[config.mk]
export PLATFORM = sky130hd
export DESIGN_NAME = inst_fetch_flat
export DESIGN_NICKNAME = d
export VERILOG_FILES = /design/src/rtl/inst_fetch_if.sv /design/src/rtl/inst_fetch.sv /design/src/flat_wrapper.sv
export SDC_FILE = /design/constraint.sdc
export NUM_CORES = 1
export LEC_CHECK = 0
export ABC_AREA = 1
export CAP_MARGIN = 20
export CELL_PAD_IN_SITES_DETAIL_PLACEMENT = 0
export CELL_PAD_IN_SITES_GLOBAL_PLACEMENT = 2
export CORE_UTILIZATION = 26
export DETAILED_ROUTE_END_ITERATION = 10
export GPL_ROUTABILITY_DRIVEN = 1
export MAX_ROUTING_LAYER = met4
export PLACE_DENSITY = 0.84
export SLEW_MARGIN = 20
export SYNTH_ARGS = -nofsm -noshare
export SYNTH_HDL_FRONTEND = slang
export SYNTH_SLANG_ARGS = --single-unit
[constraint.sdc]
create_clock -name clk -period 3.2 [get_ports clk]
set_input_delay 0.48 -clock clk [delete_from_list [all_inputs] [get_ports clk]]
set_output_delay 0.48 -clock clk [all_outputs]
set_load 0.005 [all_outputs]
[src/rtl/inst_fetch_if.sv]
// inst_fetch_if: memory and interpreter handshake between the fetch unit and its peers
interface inst_fetch_if;
  logic        mem_req;
  logic [15:0] mem_addr;
  logic        mem_ack;
  logic [15:0] mem_rdata;
  logic [15:0] inst;
  logic        start;
  logic        done;
  logic        pc_load;
  logic [15:0] pc_target;
  modport master (
    output mem_req, mem_addr, inst, start,
    input  mem_ack, mem_rdata, done, pc_load, pc_target
  );
  modport slave (
    input  mem_req, mem_addr, inst, start,
    output mem_ack, mem_rdata, done, pc_load, pc_target
  );
endinterface

[src/rtl/inst_fetch.sv]
// inst_fetch: instruction fetch FSM with memory timeout, PC sequencing and retire counter
module inst_fetch #(
  parameter logic [15:0] RESET_PC      = 16'h0000,
  parameter int          FETCH_TIMEOUT = 8
) (
  input  logic        clk,
  input  logic        reset,
  input  logic        run,
  inst_fetch_if.master bus,
  output logic [15:0] PC,
  output logic        busy,
  output logic        fetch_err,
  output logic [15:0] inst_count
);
  localparam logic [1:0] IDLE  = 2'd0;
  localparam logic [1:0] FETCH = 2'd1;
  localparam logic [1:0] ISSUE = 2'd2;
  localparam logic [1:0] EXEC  = 2'd3;
  localparam logic [7:0] TMO_LAST = 8'(FETCH_TIMEOUT - 1);
  logic [1:0]  r_state;
  logic [15:0] r_pc;
  logic [15:0] r_inst;
  logic [15:0] r_count;
  logic [7:0]  r_tmo;
  logic        r_err;
  always_ff @(posedge clk) begin
    if (reset) begin
      r_state <= IDLE;
      r_pc    <= RESET_PC;
      r_inst  <= 16'h0000;
      r_count <= 16'h0000;
      r_tmo   <= 8'd0;
      r_err   <= 1'b0;
    end else begin
      case (r_state)
        IDLE: if (run && !r_err) r_state <= FETCH;
        FETCH: begin
          if (bus.mem_ack) begin
            r_inst  <= bus.mem_rdata;
            r_state <= ISSUE;
            r_tmo   <= 8'd0;
          end else if (r_tmo == TMO_LAST) begin
            r_err   <= 1'b1;
            r_state <= IDLE;
            r_tmo   <= 8'd0;
          end else begin
            r_tmo <= r_tmo + 8'd1;
          end
        end
        ISSUE: r_state <= EXEC;
        default: if (bus.done) begin
          r_pc    <= bus.pc_load ? bus.pc_target : r_pc + 16'd1;
          r_count <= r_count + 16'd1;
          r_state <= run ? FETCH : IDLE;
        end
      endcase
    end
  end
  always_comb begin
    bus.mem_req  = r_state == FETCH;
    bus.mem_addr = r_pc;
    bus.inst     = r_inst;
    bus.start    = r_state == ISSUE;
    PC           = r_pc;
    busy         = r_state != IDLE;
    fetch_err    = r_err;
    inst_count   = r_count;
  end
endmodule

[src/flat_wrapper.sv]
// flat-port wrapper written by rule: the top's interface ports become plain ports
module inst_fetch_flat 
#(
  parameter logic [15:0] RESET_PC      = 16'h0000,
  parameter int          FETCH_TIMEOUT = 8
)
  (clk, reset, run, PC, busy, fetch_err, inst_count, bus_mem_req, bus_mem_addr, bus_inst, bus_start, bus_mem_ack, bus_mem_rdata, bus_done, bus_pc_load, bus_pc_target);
  inst_fetch_if bus_i ();
  input  logic clk;
  input  logic reset;
  input  logic run;
  output logic [15:0] PC;
  output logic busy;
  output logic fetch_err;
  output logic [15:0] inst_count;
  output wire logic [$bits(bus_i.mem_req)-1:0] bus_mem_req;
  output wire logic [$bits(bus_i.mem_addr)-1:0] bus_mem_addr;
  output wire logic [$bits(bus_i.inst)-1:0] bus_inst;
  output wire logic [$bits(bus_i.start)-1:0] bus_start;
  input wire logic [$bits(bus_i.mem_ack)-1:0] bus_mem_ack;
  input wire logic [$bits(bus_i.mem_rdata)-1:0] bus_mem_rdata;
  input wire logic [$bits(bus_i.done)-1:0] bus_done;
  input wire logic [$bits(bus_i.pc_load)-1:0] bus_pc_load;
  input wire logic [$bits(bus_i.pc_target)-1:0] bus_pc_target;
  assign bus_mem_req = bus_i.mem_req;
  assign bus_mem_addr = bus_i.mem_addr;
  assign bus_inst = bus_i.inst;
  assign bus_start = bus_i.start;
  assign bus_i.mem_ack = bus_mem_ack;
  assign bus_i.mem_rdata = bus_mem_rdata;
  assign bus_i.done = bus_done;
  assign bus_i.pc_load = bus_pc_load;
  assign bus_i.pc_target = bus_pc_target;
  inst_fetch #(.RESET_PC(RESET_PC), .FETCH_TIMEOUT(FETCH_TIMEOUT)) u_core (.clk(clk), .reset(reset), .run(run), .bus(bus_i), .PC(PC), .busy(busy), .fetch_err(fetch_err), .inst_count(inst_count));
endmodule
==> flow_summary.json <==
{
  "cp_slowest_cell": "clkdlybuf4s50_1",
  "die_y_um": 113,
  "start_kind": "flip-flop",
  "synthesis.area_mm2": 0.00320,
  "min_period_ns": 2.22,
  "hold_viol": 0,
  "ys_async_sr_fraction": 0,
  "crit_type": "flip-flop to output port",
  "ant_nets": 0,
  "rsz0062_at_grt": "no",
  "globalRouteOverflowTotal": 0,
  "die_w_um": 113,
  "cp_max_fo": 9,
  "worst_slew_pin_slew_ns": 0.881,
  "dp_hpwl_mm": 6.60,
  "ys_seq_elements": 59,
  "grt_pass1_vias": 3075,
  "crit_path_end_kind": "output port",
  "cts_buffers": 9,
  "rows": 40,
  "root_buffer": "clkbuf_16",
  "dieArea_mm2": 0.0128,
  "cts-resized-gates": 0,
  "fill_cells": 1314,
  "io_buffer_count": 105,
  "critPathArrivalTime_ns": 1.74,
  "synth_ff_type": "dfxtp_1",
  "yosys_warnings": 0,
  "place.gp.congestion": 0.829,
  "cts-hold-fix-buffers": 0,
  "synth_enable_flop_cells": 0,
  "initial_utilization": 0.266,
  "fmax_mhz": 450,
  "pwr_density_cell_mw_per_mm2": 527,
  "ys_seq_area_frac": 0.369,
  "clkSinkCount": 59,
  "core_area_mm2": 0.0120,
  "syn2layout_area_growth_pct": 42.3,
  "slew_headroom": 0.412,
  "outcome": "complete, no violations",
  "finalCritPeriodShare": 0.695,
  "yosys-top-cells-count": "nand2_1, nor2_1, dfxtp_1, inv_1, o21ai_0",
  "synth_top_area_frac": 0.369,
  "cts_max_path_buffers": 2,
  "initialDrtViolationCount": 129,
  "clkTransAtPathRegs_ns": 0.05,
  "antennaDiodeCount": 0,
  "final-setup-viol-count": 0,
  "first_pass_iters": 4,
  "post-cts-setup-buffers": 0,
  "grt_usage": 0.153,
  "finClkSkew_ns": 0.00522,
  "mappedNetlistNets": 513,
  "p_leak_nw": 1.68,
  "hp-class": "flip-flop to flip-flop",
  "drcViolationCount": 0,
  "synth_top_area_cell": "dfxtp_1",
  "ios": 106,
  "final.setup.tns_ns": 0,
  "final-seq-area_mm2": 0.00118,
  "synth.avg_cell_area_um2": 6.85,
  "fin_nets": 599,
  "antenna_found_initial": 0,
  "clk_latency_ns": 0.32,
  "htree_levels": 3,
  "synth.distinct_cells": 36,
  "crit_chain": "inv_1 -> ha_1 -> clkdlybuf4s50_1",
  "postSynthCellCount": 467,
  "routedWlPerCell_um": 13.0,
  "grt_first_pass_wirelength_mm": 15.0,
  "totalWireLength_mm": 9.14,
  "ys_top_cells_by_area": "dfxtp_1, nand2_1, nor2_1",
  "ir_drop_mv": 0.263,
  "num_vias": 3204,
  "hold_ws_ns": 0.476,
  "multi_input_area_mm2": 0.00161,
  "worstPathRequired_ns": 2.72,
  "power_mw": 2.40,
  "maxCapViolations": 0,
  "grt_max_degree": 33,
  "vias_per_cell": 4.54,
  "drive_gt1_frac": 0.0699,
  "synth_most_common_cell": "nand2_1",
  "cts_tree": "done",
  "cpPeakStageDelay_ns": 0.58,
  "slew_violations": 0
}
placed cells by master, fill, tap and decap left out, drive strengths merged, types with 2 or more instances in the layout:
cell type,synthesis,routed
dfxtp,59,59
clkdlybuf4s50,0,105
o211ai,2,2
a21oi,36,36
nand4,7,7
bufinv,0,2
nand3,24,24
nor2,87,87
ha,8,8
buf,27,2
nand2,96,96
o21ai,44,44
o21a,2,2
inv,48,48
nand3b,3,3
nor3,7,7
clkbuf,5,12
a211oi,2,2
xor2,3,3
cell families after synthesis:
kind of cell,after synthesis,share of synthesized area
AND/OR/NAND/NOR,227,0.314
AO/OA/AOI/OAI,90,0.151
buffers and inverters,80,0.127
flip-flops,59,0.369
adder cells (fa/ha/maj),8,0.0313
XOR/XNOR,3,0.00821
per-layer routing:
layer / up-vias / share of wire / track usage
met5: - / 0 / -
li1: 1666 / - / -
met2: 106 / 0.43 / 0.240
met3: 8 / 0.071 / 0.0503
met1: 1424 / 0.48 / 0.188
met4: 0 / 0.012 / 0.0421
per-stage QoR:
stage	instances	worst slack (ns)	area [um2]	utilization
2_1_floorplan	467	1.74	3200	-
4_1_cts	705	0.941	4550	0.379
3_3_place_gp	689	0.887	4230	0.352
6_report	705	0.976	4550	0.379
3_5_place_dp	689	0.858	4230	0.352
5_1_grt	705	0.846	4550	0.379
flip-flops by register name, summed over array words and instances (netlist names):
signal and count:
u_core.bus.inst 16, u_core.PC 16, u_core.r_tmo 8, u_core.r_state 2
u_core.inst_count 16, u_core.fetch_err 1
worst max-delay path: cells and delay by family (launching register included):
| kind | cells | cell delay [ns] |
|---|---|---|
| flip-flops | 1 | 0.35 |
| adder cells (fa/ha/maj) | 1 | 0.36 |
| buffers and inverters | 2 | 0.71 |
worst paths after layout:
check | start | endpoint | slack [ns] | cells after the start
min reg2reg | u_core.bus.inst[15] | u_core.bus.inst[15] | 0.48 | 2
min | u_core.bus.inst[15] | u_core.bus.inst[15] | 0.48 | 2
max | u_core.r_state[1] | bus_mem_req | 0.98 | 3
max reg2reg | u_core.r_state[1] | u_core.r_state[1] | 1.20 | 8
final cells by class:
cell class | count | share of cell area
flip-flops and latches | 59 | 0.259
clock buffers | 12 | 0.0563
well taps | 147 | 0.0404
repair buffers | 107 | 0.234
multi-input cells | 328 | 0.354
inverters | 48 | 0.0401
clock inverters | 4 | 0.0159
report_power, final:
group / switching [mW] / internal [mW]
combinational: 0.240 / 0.245
clock: 0.343 / 0.723
sequential: 0.0506 / 0.801
Power figures use the tool's default switching activity.
==> variant: new RTL, same settings <==
Register the output `inst_count`, cleared by the reset; this adds one clock of latency there. The other outputs are not delayed to match.
--- a/src/rtl/inst_fetch.sv
+++ b/src/rtl/inst_fetch.sv
@@ -19,2 +19,4 @@
   localparam logic [7:0] TMO_LAST = 8'(FETCH_TIMEOUT - 1);
+
+  logic [15:0] inst_count_d;
   logic [1:0]  r_state;
@@ -66,4 +68,12 @@
     fetch_err    = r_err;
-    inst_count   = r_count;
+    inst_count_d = r_count;
   end
+  always_ff @(posedge clk) begin
+    if (reset) begin
+      inst_count <= '0;
+    end else begin
+      inst_count <= inst_count_d;
+    end
+  end
+
 endmodule
Formal check against the unedited RTL: not equivalent (Yosys sat finds a counterexample within 10 cycles, from zero or initial values and one cycle with reset high).
==> variant against the unedited design <==
Synthesized area increased by 13%; highest routed layer unchanged; final area increased by 10%; non-clock buffer count increased by 1; worst setup slack improved by 0.056 ns; critical path type unchanged; sequential cell count increased by 16; routed wire length increased by 8.5%; power increased by 9.2%; synthesized cell count increased by 13%; die area increased by 13%; largest power group unchanged; global-route usage decreased by 0.43 points.
==> variant: results <==
set metrics [dict create \
    status "finished clean" \
    rrSetupSlack_ns 1.13 \
    gr-usage-all-layers 0.149 \
    cts_resized 0 \
    worst_pin_slew_ns 0.801 \
    drt-initial-drc-count 228 \
    yosysWarnings 0 \
    layout-drive-gt1-share 0.0501 \
    ir_worst_vdd_uv 287 \
    setup_ws_ns 1.03 \
    min_from "u_core.inst_count_d[4]" \
    hold_end "u_core.inst_count[4]" \
    syn_inst 529 \
    wirelength_um 9920 \
    first_pass_iters 4 \
    ys_types 30 \
    grt_max_degree 46 \
    synth-seq-area-share 0.414 \
    ys.flop_type "dfxtp_1" \
    antenna_cells 0 \
    place_area_sq_um 4700 \
    synth_fa_ha_area_frac 0.0276 \
    power_switching_share 0.261 \
    place_inst 779 \
    grt_pass1_vias 3341 \
    viasPerCell 4.48 \
    yosys-top-cells-count "103 x nand2_1, 91 x nor2_1, 75 x dfxtp_1" \
    cts_root_buf "clkbuf_16" \
    r2r-start "u_core.r_state[0]" \
    final.setup_skew_ns 0.00784 \
    whs_ns 0.445 \
    critPathArrivalTime_ns 1.69 \
    synth-xor-area-share 0 \
    pg_comb_mw 0.501 \
    r2r-end "u_core.PC[5]" \
    yosys-top-cells-area "dfxtp_1 41%, nand2_1 11%, nor2_1 9.4%" \
    clkPwrFrac 0.407 \
    worst-r2r-cell-count 6 \
    final-instance-count-excl-fill 795 \
    gp_congestion 0.844 \
    syn_nets 575 \
    dp_hpwl_um 7000 \
    cp_top_family "buffers and inverters" \
    preCtsSetupSlack_ns 0.784 \
    cts_buffers 9 \
    synth_compound_area_frac 0.138 \
    grt_pass1_wl_um 16300 \
    power_per_cell_area_nw_per_um2 523 \
    power.leakage_nw 1.86 \
    crit_path_max_incr_delay_ns 0.56 \
    path_max_fanout 8 \
    yosys-mux-area-fraction 0 \
    fillers 1418 \
    nets 660 \
    finalPower_mw 2.62 \
]
==> variant: cell types whose count changed after synthesis, moves of 2 or more <==
cell,change
nand3_1,+9
nand2_1,+12
a21oi_1,+6
buf_6,-4
buf_2,+3
buf_1,+3
inv_1,+18
nor2_4,-2
nor2_1,+11
xor2_1,-3
dfxtp_1,+16
nor3_1,+2
inv_2,-2
==> variant: area by class of cell <==
| type | count | share of cell area |
|---|---|---|
| multi-input cells | 356 | 0.333 |
| inverters | 64 | 0.0479 |
| clock inverters | 5 | 0.0155 |
| well taps | 176 | 0.0439 |
| flip-flops and latches | 75 | 0.300 |
| clock buffers | 11 | 0.0464 |
| repair buffers | 108 | 0.213 |
==> variant: metal layers <==
layer | vias up | global-route usage | routed length, um
li1 | 1842 | - | -
met1 | 1600 | 0.183 | 4790
met2 | 112 | 0.224 | 4350
met3 | 6 | 0.0542 | 653
met4 | 0 | 0.0477 | 127
met5 | - | - | 0
